<file path="src/rtl/lsm_sequencer.sv">
// Load/store-multiple sequencer: walks a register bitmap lowest-bit-first, emitting one
// (register index, memory address) transfer per accepted cycle, and freezes fetch/decode meanwhile.
//
//   state  | meaning
//   IDLE   | waiting for an LM/SM at decode
//   RUN    | presenting transfers from the pending list
//   FIN    | one-cycle done pulse, then back to IDLE
module lsm_sequencer #(
   parameter  int N_REGS    = 8,
   parameter  int ADDR_W    = 16,
   parameter  int ADDR_STEP = 1,
   localparam int IDX_W     = $clog2(N_REGS)
) (
   input  logic              clk,
   input  logic              reset_n,
   input  logic              start,
   input  logic              mode,
   input  logic [N_REGS-1:0] reg_list,
   input  logic [ADDR_W-1:0] base_addr,
   input  logic              adv,
   input  logic              flush,
   output logic              busy,
   output logic              stall_req,
   output logic              valid,
   output logic [IDX_W-1:0]  r_idx,
   output logic [ADDR_W-1:0] mem_addr,
   output logic              is_store,
   output logic              last,
   output logic              done
);

   typedef enum logic [1:0] {S_IDLE, S_RUN, S_FIN} state_t;

   localparam logic [N_REGS-1:0] ONE = {{(N_REGS-1){1'b0}}, 1'b1};

   state_t            state, state_nxt;
   logic [N_REGS-1:0] pending;
   logic [N_REGS-1:0] low_bit;
   logic              one_left;

   // isolate the lowest set bit via two's complement
   assign low_bit  = pending & (~pending + ONE);
   assign one_left = (pending != '0) && ((pending & (pending - ONE)) == '0);

   always_ff @(posedge clk or negedge reset_n) begin
      if (!reset_n) state <= S_IDLE;
      else          state <= state_nxt;
   end

   always_comb begin
      state_nxt = state;
      if (flush) begin
         state_nxt = S_IDLE;
      end else begin
         case (state)
            S_IDLE:  if (start) state_nxt = (reg_list != '0) ? S_RUN : S_FIN;
            S_RUN:   if (adv && one_left) state_nxt = S_FIN;
            S_FIN:   state_nxt = S_IDLE;
            default: state_nxt = S_IDLE;
         endcase
      end
   end

   always_ff @(posedge clk or negedge reset_n) begin
      if (!reset_n) begin
         pending  <= '0;
         mem_addr <= '0;
         is_store <= 1'b0;
      end else if (flush) begin
         pending <= '0;
      end else if (state == S_IDLE && start) begin
         pending  <= reg_list;
         mem_addr <= base_addr;
         is_store <= mode;
      end else if (state == S_RUN && adv) begin
         pending  <= pending & ~low_bit;
         mem_addr <= mem_addr + ADDR_W'(ADDR_STEP);
      end
   end

   always_comb begin
      r_idx = '0;
      for (int i = N_REGS - 1; i >= 0; i--) begin
         if (pending[i]) r_idx = IDX_W'(i);
      end
   end

   always_comb begin
      busy      = (state == S_RUN);
      valid     = (state == S_RUN);
      last      = (state == S_RUN) && one_left;
      done      = (state == S_FIN) && !flush;
      stall_req = (state == S_RUN) || (state == S_FIN) ||
                  ((state == S_IDLE) && start && !flush);
   end

endmodule

</file>
<file path="config.mk">
export PLATFORM = sky130hd
export DESIGN_NAME = lsm_sequencer
export DESIGN_NICKNAME = d
export VERILOG_FILES = /design/src/rtl/lsm_sequencer.sv
export SDC_FILE = /design/constraint.sdc
export NUM_CORES = 1
export LEC_CHECK = 0
export ABC_AREA = 0
export CORE_UTILIZATION = 49
export DETAILED_ROUTE_END_ITERATION = 10
export GPL_TIMING_DRIVEN = 0
export PLACE_DENSITY_LB_ADDON = 0.15
export REMOVE_ABC_BUFFERS = 1
export SLEW_MARGIN = 20
export SYNTH_ARGS = -nofsm -noshare
export SYNTH_HDL_FRONTEND = slang
export SYNTH_SLANG_ARGS = --single-unit
</file>
<file path="constraint.sdc">
create_clock -name clk -period 4.5 [get_ports clk]
set_clock_uncertainty 0.05 [all_clocks]
set_input_delay 1.125 -clock clk [delete_from_list [all_inputs] [get_ports clk]]
set_output_delay 1.125 -clock clk [all_outputs]
set_load 0.02 [all_outputs]
</file>
## Yosys cells after proc, flatten, opt, wreduce, memory -nomap -nowiden

Cells that the tools add are included.

- Register bits: 27

- Reductions and logical operators: 19
- Equality and inequality tests: 4
- Multiplexer cells: 18
- Add/subtract/negate cells: 3
- Bitwise operators: 6

Operators with widths:

| operator | number |
|---|---|
| $mux W16 | 2 |
| $and A8 B8 Y8 | 3 |
| $mux W3 | 8 |
| $mux W8 | 3 |
| $add A16 B1 Y16 const B | 1 |
| $not A8 Y8 | 2 |
| $reduce_bool A8 Y1 | 2 |
| $add A8 B1 Y8 const B | 1 |
| $logic_not A8 Y1 | 1 |
| $mux W2 | 4 |
| $sub A8 B1 Y8 const B | 1 |
| $logic_and A1 B1 Y1 | 7 |
| $reduce_and A2 Y1 | 3 |
| $pmux W2 S2 | 1 |
| $ne A3 B2 Y1 const B | 1 |
| $ne A3 B3 Y1 const B | 1 |
| $reduce_bool A3 Y1 | 1 |
| $eq A2 B1 Y1 const B | 1 |
| $eq A2 B2 Y1 const B | 1 |
| $logic_not A2 Y1 | 1 |
| $logic_or A1 B1 Y1 | 2 |
| $reduce_bool A2 Y1 | 1 |
| $logic_not A1 Y1 | 1 |
| $not A1 Y1 | 1 |

## Logic depth before layout (Yosys ltp)

Gate-level depths: netlist of run 1.

- Depth in word-level cells: 8
- Mapped depth: 8
- Mapped depth without buffers: 7

## Least setup slack after synthesis of run 1

No wires, ideal clock.

- Path type: input to output
- Start: in start
- End: out stall_req
- Cell stages on the path: 3
- Arrival time: 1.653 ns
- Required time: 3.325 ns
- Buffers on the path: 0
- Setup slack: 1.672 ns
- Cell sequence: nand2_1 -> nor2_1 -> or2_2

- Word-level cells in the longest chain between the ends: 3

RTL lines:

| what | line | source |
|---|---|---|
| start: declaration | 16 | `input logic start,` |
| $logic_and A1 B1 Y1 (2 in a row) | 94 | `((state == S_IDLE) && start && !flush);` |
| $logic_or A1 B1 Y1 | 93 | `stall_req = (state == S_RUN) \|\| (state == S_FIN) \|\|` |
| end: declaration | 23 | `output logic stall_req,` |

No other way between the ends.

## Worst setup path after layout of run 1

Same ends and word-level chain as after synthesis.

==> results of run 1 <==
[cell families (layout without fill, tap and decap cells)]
family,after synthesis,in the layout
xor gates and xnor gates,1,1
adders and majority gates,4,4
DFF,27,27
buffers and inverters,19,66
muxes,1,1
and+or+nand+nor,87,87
AOI/OAI and AO/OA,76,76
[layout make-up]
cell class	instances	area, µm²
Multi-Input combinational cell	169	951
Clock buffer	3	22.5
Sequential cell	27	676
Clock inverter	1	5.00
Fill cell	281	871
Tap cell	44	55.1
Inverter	7	26.3
Timing Repair Buffer	55	547
[worst register-to-register path: stages, from the launching register on]
cell     delay [ns]
dfrtp_1        0.43
inv_1          0.12
ha_1           0.28
nand2_4        0.27
a21oi_2        0.52
nand3_1        0.17
nor2_1         0.14
o32a_1         0.15
[metrics by stage]
| stage | util [%] | TNS, ns |
|---|---|---|
| 5_1_grt | 72.4 | 0 |
| 2_1_floorplan | - | 0 |
| 6_report | 72.4 | 0 |
| 3_5_place_dp | 71.2 | -0.369 |
| 4_1_cts | 72.1 | 0 |
| 3_3_place_gp | 70.9 | -0.352 |
[final timing paths]
path	from	to	slack, ns	depth (start not counted)
worst max-delay path	start	stall_req	0.33	5
worst min-delay path	is_store$_DFFE_PN0P_	is_store$_DFFE_PN0P_	0.48	1
worst max register to register	state[1]$_DFFE_PN0P_	mem_addr[14]$_DFFE_PN0P_	2.33	7
worst min register to register	is_store$_DFFE_PN0P_	is_store$_DFFE_PN0P_	0.48	1
max in group asynchronous	reset_n	mem_addr[15]$_DFFE_PN0P_	3.27	1
min in group asynchronous	reset_n	pending[1]$_DFFE_PN0P_	0.73	1
[power by group]
part           switching (W)  internal, W  total, W
logic               0.000338     0.000292  0.000630
registers           0.000106     0.000321  0.000427
clock network      0.0000734    0.0000333  0.000107
[synthesized netlist by cell type (2+ instances only)]
library cell | n | area (µm²)
a22oi_1 | 2 | 15.0
or4_1 | 3 | 22.5
dfrtp_1 | 27 | 676
inv_1 | 7 | 26.3
o21ai_0 | 12 | 60.1
nor3_1 | 2 | 10.0
o22ai_1 | 7 | 43.8
a31oi_1 | 4 | 25.0
nor2_1 | 22 | 82.6
nand2_1 | 31 | 116
a211oi_1 | 2 | 15.0
and3_1 | 2 | 12.5
a21o_1 | 2 | 15.0
nor4_1 | 4 | 25.0
a2bb2oi_1 | 3 | 26.3
nand4_1 | 5 | 31.3
nand3_1 | 10 | 50.1
a21oi_1 | 33 | 165
clkbuf_1 | 10 | 37.5
nand2b_1 | 2 | 12.5
o211ai_1 | 4 | 30.0
ha_1 | 4 | 50.1
[per-layer routing]
metal	share of wire, %	vias to the layer above
li1	-	883
met1	43	856
met2	52	63
met3	5.0	2
met4	0.34	0
met5	0	-
[sequential cells by signal (all words and copies together), names as in the netlist]
signal and count:
pending 8, is_store 1, mem_addr 16, state 2
==> impl_metrics.ini, run 1 <==
[worst_setup_path]
critPathCaptureType = output pin
cp_common_cell = clkdlybuf4s50_1
startpoint_type = primary input
cp_top_family = buffers and inverters
arrival_ns = 3.00
crit_slowest_cell = clkdlybuf4s50_1
critPathMaxStageDelay_ns = 0.59
critPathBufInv = 2
required_ns = 3.32
worst-setup-path-type = in2out
crit_fanout = 41
cp_cell_sequence = clkdlybuf4s50_1 > nand2_4 > nor2_2 > or2_2 > clkdlybuf4s50_1

[synthesis]
synth_compound_area_share_pct = 27.4
synthSimpleGateAreaFrac_pct = 24.0
avgSynthCellArea_um2 = 7.85
synth_async_sr_flop_share_pct = 100
synthMuxAreaShare_pct = 0.667
synth_enable_flop_cells = 0
ys_types = 39
synth_ff_type = dfrtp_1
synth_area_um2 = 1690
synth_top_family_by_area = compound AO/OA/AOI/OAI gates
synthesis.instances = 215
synth_adder_area_share_pct = 2.97
ys_seq_area_share_pct = 40.0
yosysWarnings = 0
synthXorXnorAreaFrac_pct = 0.519
ys_seq_elements = 27

[clocking]
cts_tree = done
insertion_delay_ns = 0.32
numCtsBuffers = 3
htreeDepth = 1
root_buffer = clkbuf_4
clock-sinks = 27
ctsResizeCount = 1
path_clk_slew_ns = 0.15
clk_path_buf_depth = 2
hold_buffers = 0
cts_setup_buffers = 0

[routing]
avgRoutedWirePerCell_um = 14.3
routed_wl_mm = 4.37
postRouteAntennaNets = 0
vias_per_cell = 5.90
route.detailed.drc = 0
dr.pass1.iters = 4
drt_iter0_markers = 179
dr_total_vias = 1804

[floorplan]
coreArea_um2 = 3150
initial_core_util_pct = 53.5
dieArea_um2 = 3680
row_count = 20
die_x_um = 60.7
dieHeight_um = 60.7
top_level_ports = 55

[placement]
port_buffers = 54
post-place-ws_ns = -0.369
place_congestion = 0.875
place_hpwl_mm = 3.17
place_area_um2 = 2240
dp_cells = 302

[timing]
holdWs_ns = 0.482
drv_slew = 0
rsz0062_at_grt = false
finalCritPeriodShare_pct = 92.8
layout_min_cycle_time_ns = 4.17
setup_ws_ns = 0.325
slew_headroom_pct = 54.2
max_freq_mhz = 240
worst_slew_pin_slew_ns = 0.686
setup_viol = 0
report.final.hold_viol_count = 0

[pwr]
leakagePower_nw = 0.904
vdd_drop_max_v = 0.000296
p_per_area_nw_per_um2 = 510
power_w = 0.00116

[global_routing]
grt_max_degree = 42
grt_util_all_layers_pct = 25.1
use_met3_pct = 2.99
grt_first_pass_wirelength_mm = 7.04
use_met1_pct = 32.3
grt_pass1_vias = 1637
grt_util_met2_pct = 44.3
busiest_layer = met2
overflow = 0
antenna_found_initial = 0

[job]
drv_cap = 0

[finish]
area_growth_pct = 35.2
drive_gt1_share_pct = 5.73
final_cell_mix = clkdlybuf4s50_1, a21oi_1, nand2_1
nets = 297
final_common_cell = clkdlybuf4s50_1
stdcell_area_um2 = 2280
stdcell_count = 306
diodes = 0

[run_status]
status = complete, no violations

[worst_hold_path]
min_path_type = reg2reg
Note: power is estimated with default switching activity, not from simulation.
==> run 2: changes to the inputs <==
SKIP_CTS_REPAIR_TIMING = 1   (was unset)
==> results of run 2 <==
No change in the layout: final DEF, timing and power equal those of run 1.
Among the figures that moved: wire length of the first global-routing pass 7040 µm -> 7030 µm; met2 usage 44.3% -> 44.1%
==> variant (flow settings as in run 2) <==
Change the parameter `ADDR_W` from 16 to 17.
--- a/src/rtl/lsm_sequencer.sv
+++ b/src/rtl/lsm_sequencer.sv
@@ -9,3 +9,3 @@
    parameter  int N_REGS    = 8,
-   parameter  int ADDR_W    = 16,
+   parameter  int ADDR_W    = 17,
    parameter  int ADDR_STEP = 1,
Interface: changed (resized base_addr and mem_addr); port bits go from 55 to 57. No check against the original RTL was run, so the function may have changed too.
==> variant against run 2 <==
Global-route usage shrank 2.5 points; area after synthesis grew 5.6%; final cell count grew 0.65%; worst setup slack lost 120 ps; die area grew 5.4%; largest cell class unchanged; power grew 12%; sequential cell count grew 1; register-to-register slack lost 490 ps; core utilization shrank 2.8 points; final area grew 4.2%; combinational power grew 15%; wire length shrank 0.25%.
==> variant: results <==
group,metric,value,unit
run_status,status,"finished clean",
final_layout,filler_cell_count,300,
grt,grt_use_total,0.2263,
critical_path,ff2ff_setup_slack,1840,ps
synth,ys_top_cells_by_count,"a21oi_1, nand2_1, dfrtp_1, nor2_1, o21ai_0",
worst_hold_path,hold_path.class,"register to register",
grt,antenna_found_initial,0,
synth,ys.warnings.count,0,
synth,synth_area_leaders,"dfrtp_1, a21oi_1, nand2_1, a2bb2oi_1, o21ai_0",
timing,slew_headroom,0.4112,
grt,grt_pass1_vias,1542,
critical_path,r2r-end,"mem_addr[6]$_DFFE_PN0P_",
cts,clkTransAtPathRegs,150,ps
final_layout,fin_cells,308,
cts,cts_max_level,1,
synth,synth-edff-count,0,
detailed_routing,wl_met3,219,um
placed_design,dp_hpwl,3003,um
detailed_routing,routed_wl,4360,um
power_and_ir_drop,peakVddDrop,0.2892,mV
critical_path,reg2reg_from,"state[0]$_DFFE_PN0P_",
critical_path,cp.arrival,3120,ps
synth,ys_seq_area_frac,0.3930,
detailed_routing,vias_per_cell,5.831,
critical_path,worstPathMaxFanout,39,
detailed_routing,dr_wl_met2,2082,um
final_layout,reg.largest.list,"mem_addr x17, pending x8, state x2",
placed_design,dpl_cell_area,2338,um2
grt,grt_first_pass_wirelength,7086,um
synth,netlist-cell-type-count,47,
power_and_ir_drop,leakage,0.9366,nW
placed_design,port-buffer-count,56,
detailed_routing,drt_iter0_markers,145,
detailed_routing,wl_met1,2018,um
cts,clock_latency,330,ps
placed_design,gp_congestion,0.8340,
grt,grt_max_degree,40,
placed_design,place_inst,304,
cts,clk_path_buf_depth,2,
[variant: cell count changes in the layout (fill, tap and decap cells not counted), moves of 3 or more]
| cell | delta |
|---|---|
| nor2_1 | -8 |
| a2bb2oi_1 | +4 |
| nand3_1 | -3 |
| nor3_1 | +3 |
[variant: report_power, final]
part	internal (W)	switching, W	total (W)
sequential	0.000342	0.000117	0.000459
combinational	0.000344	0.000377	0.000722
clock	0.0000496	0.0000771	0.000127
[variant: worst max-delay path: stages]
cell	delay [ps]
clkdlybuf4s50_1	500
nand2_2	550
nor2_1	110
or2_2	300
clkdlybuf4s50_1	540
[variant: layout make-up]
type                       instances  area (um2)  share of cell area
timing repair buffer              56       555.5              0.2337
inverter                           7       26.28             0.01105
sequential                        28       700.7              0.2947
multi-input combinational        167        1001              0.4211
clock buffer                       4       36.28             0.01526
tap                               46       57.56             0.02421
[variant: logic make-up (layout without fill, tap and decap cells)]
family	after synthesis	after routing	share of synthesized area
compound gates	84	84	0.3004
simple gates	76	76	0.2056
flops	28	28	0.3930
buf+inv	20	67	0.04913
fa+ha+maj	4	4	0.02807
mux	2	2	0.01895
xor+xnor	1	1	0.004913
[variant: routing by layer]
metal | up-vias | GRT usage
met5 | - | 0
met4 | 0 | 0.06395
met3 | 6 | 0.02574
met2 | 61 | 0.3791
met1 | 839 | 0.3086
li1 | 890 | -
[variant: worst min path at each step]
stage	startpoint	to	slack (ps)	cells past startpoint
final	is_store$_DFFE_PN0P_	is_store$_DFFE_PN0P_	480	1
after global routing	is_store$_DFFE_PN0P_	is_store$_DFFE_PN0P_	500	1
after CTS	is_store$_DFFE_PN0P_	is_store$_DFFE_PN0P_	480	1
after detailed placement	is_store$_DFFE_PN0P_	is_store$_DFFE_PN0P_	450	1
after global placement	is_store$_DFFE_PN0P_	is_store$_DFFE_PN0P_	440	1
after floorplan	state[1]$_DFFE_PN0P_	state[1]$_DFFE_PN0P_	460	1
[variant: through the flow]
step	setup slack [ps]	power (W)	TNS, ps	hold slack, ps	utilization
after floorplan	1149	0.0008684	0	461.6	-
after global placement	-142.7	0.001168	-142.7	441.7	0.6850
after detailed placement	-143.2	0.001182	-143.2	447.3	0.6846
after CTS	-149.2	0.001309	-149.2	480.5	0.6952
after global routing	72.41	0.001394	0	495.1	0.6960
final	205.1	0.001307	0	479.4	0.6960
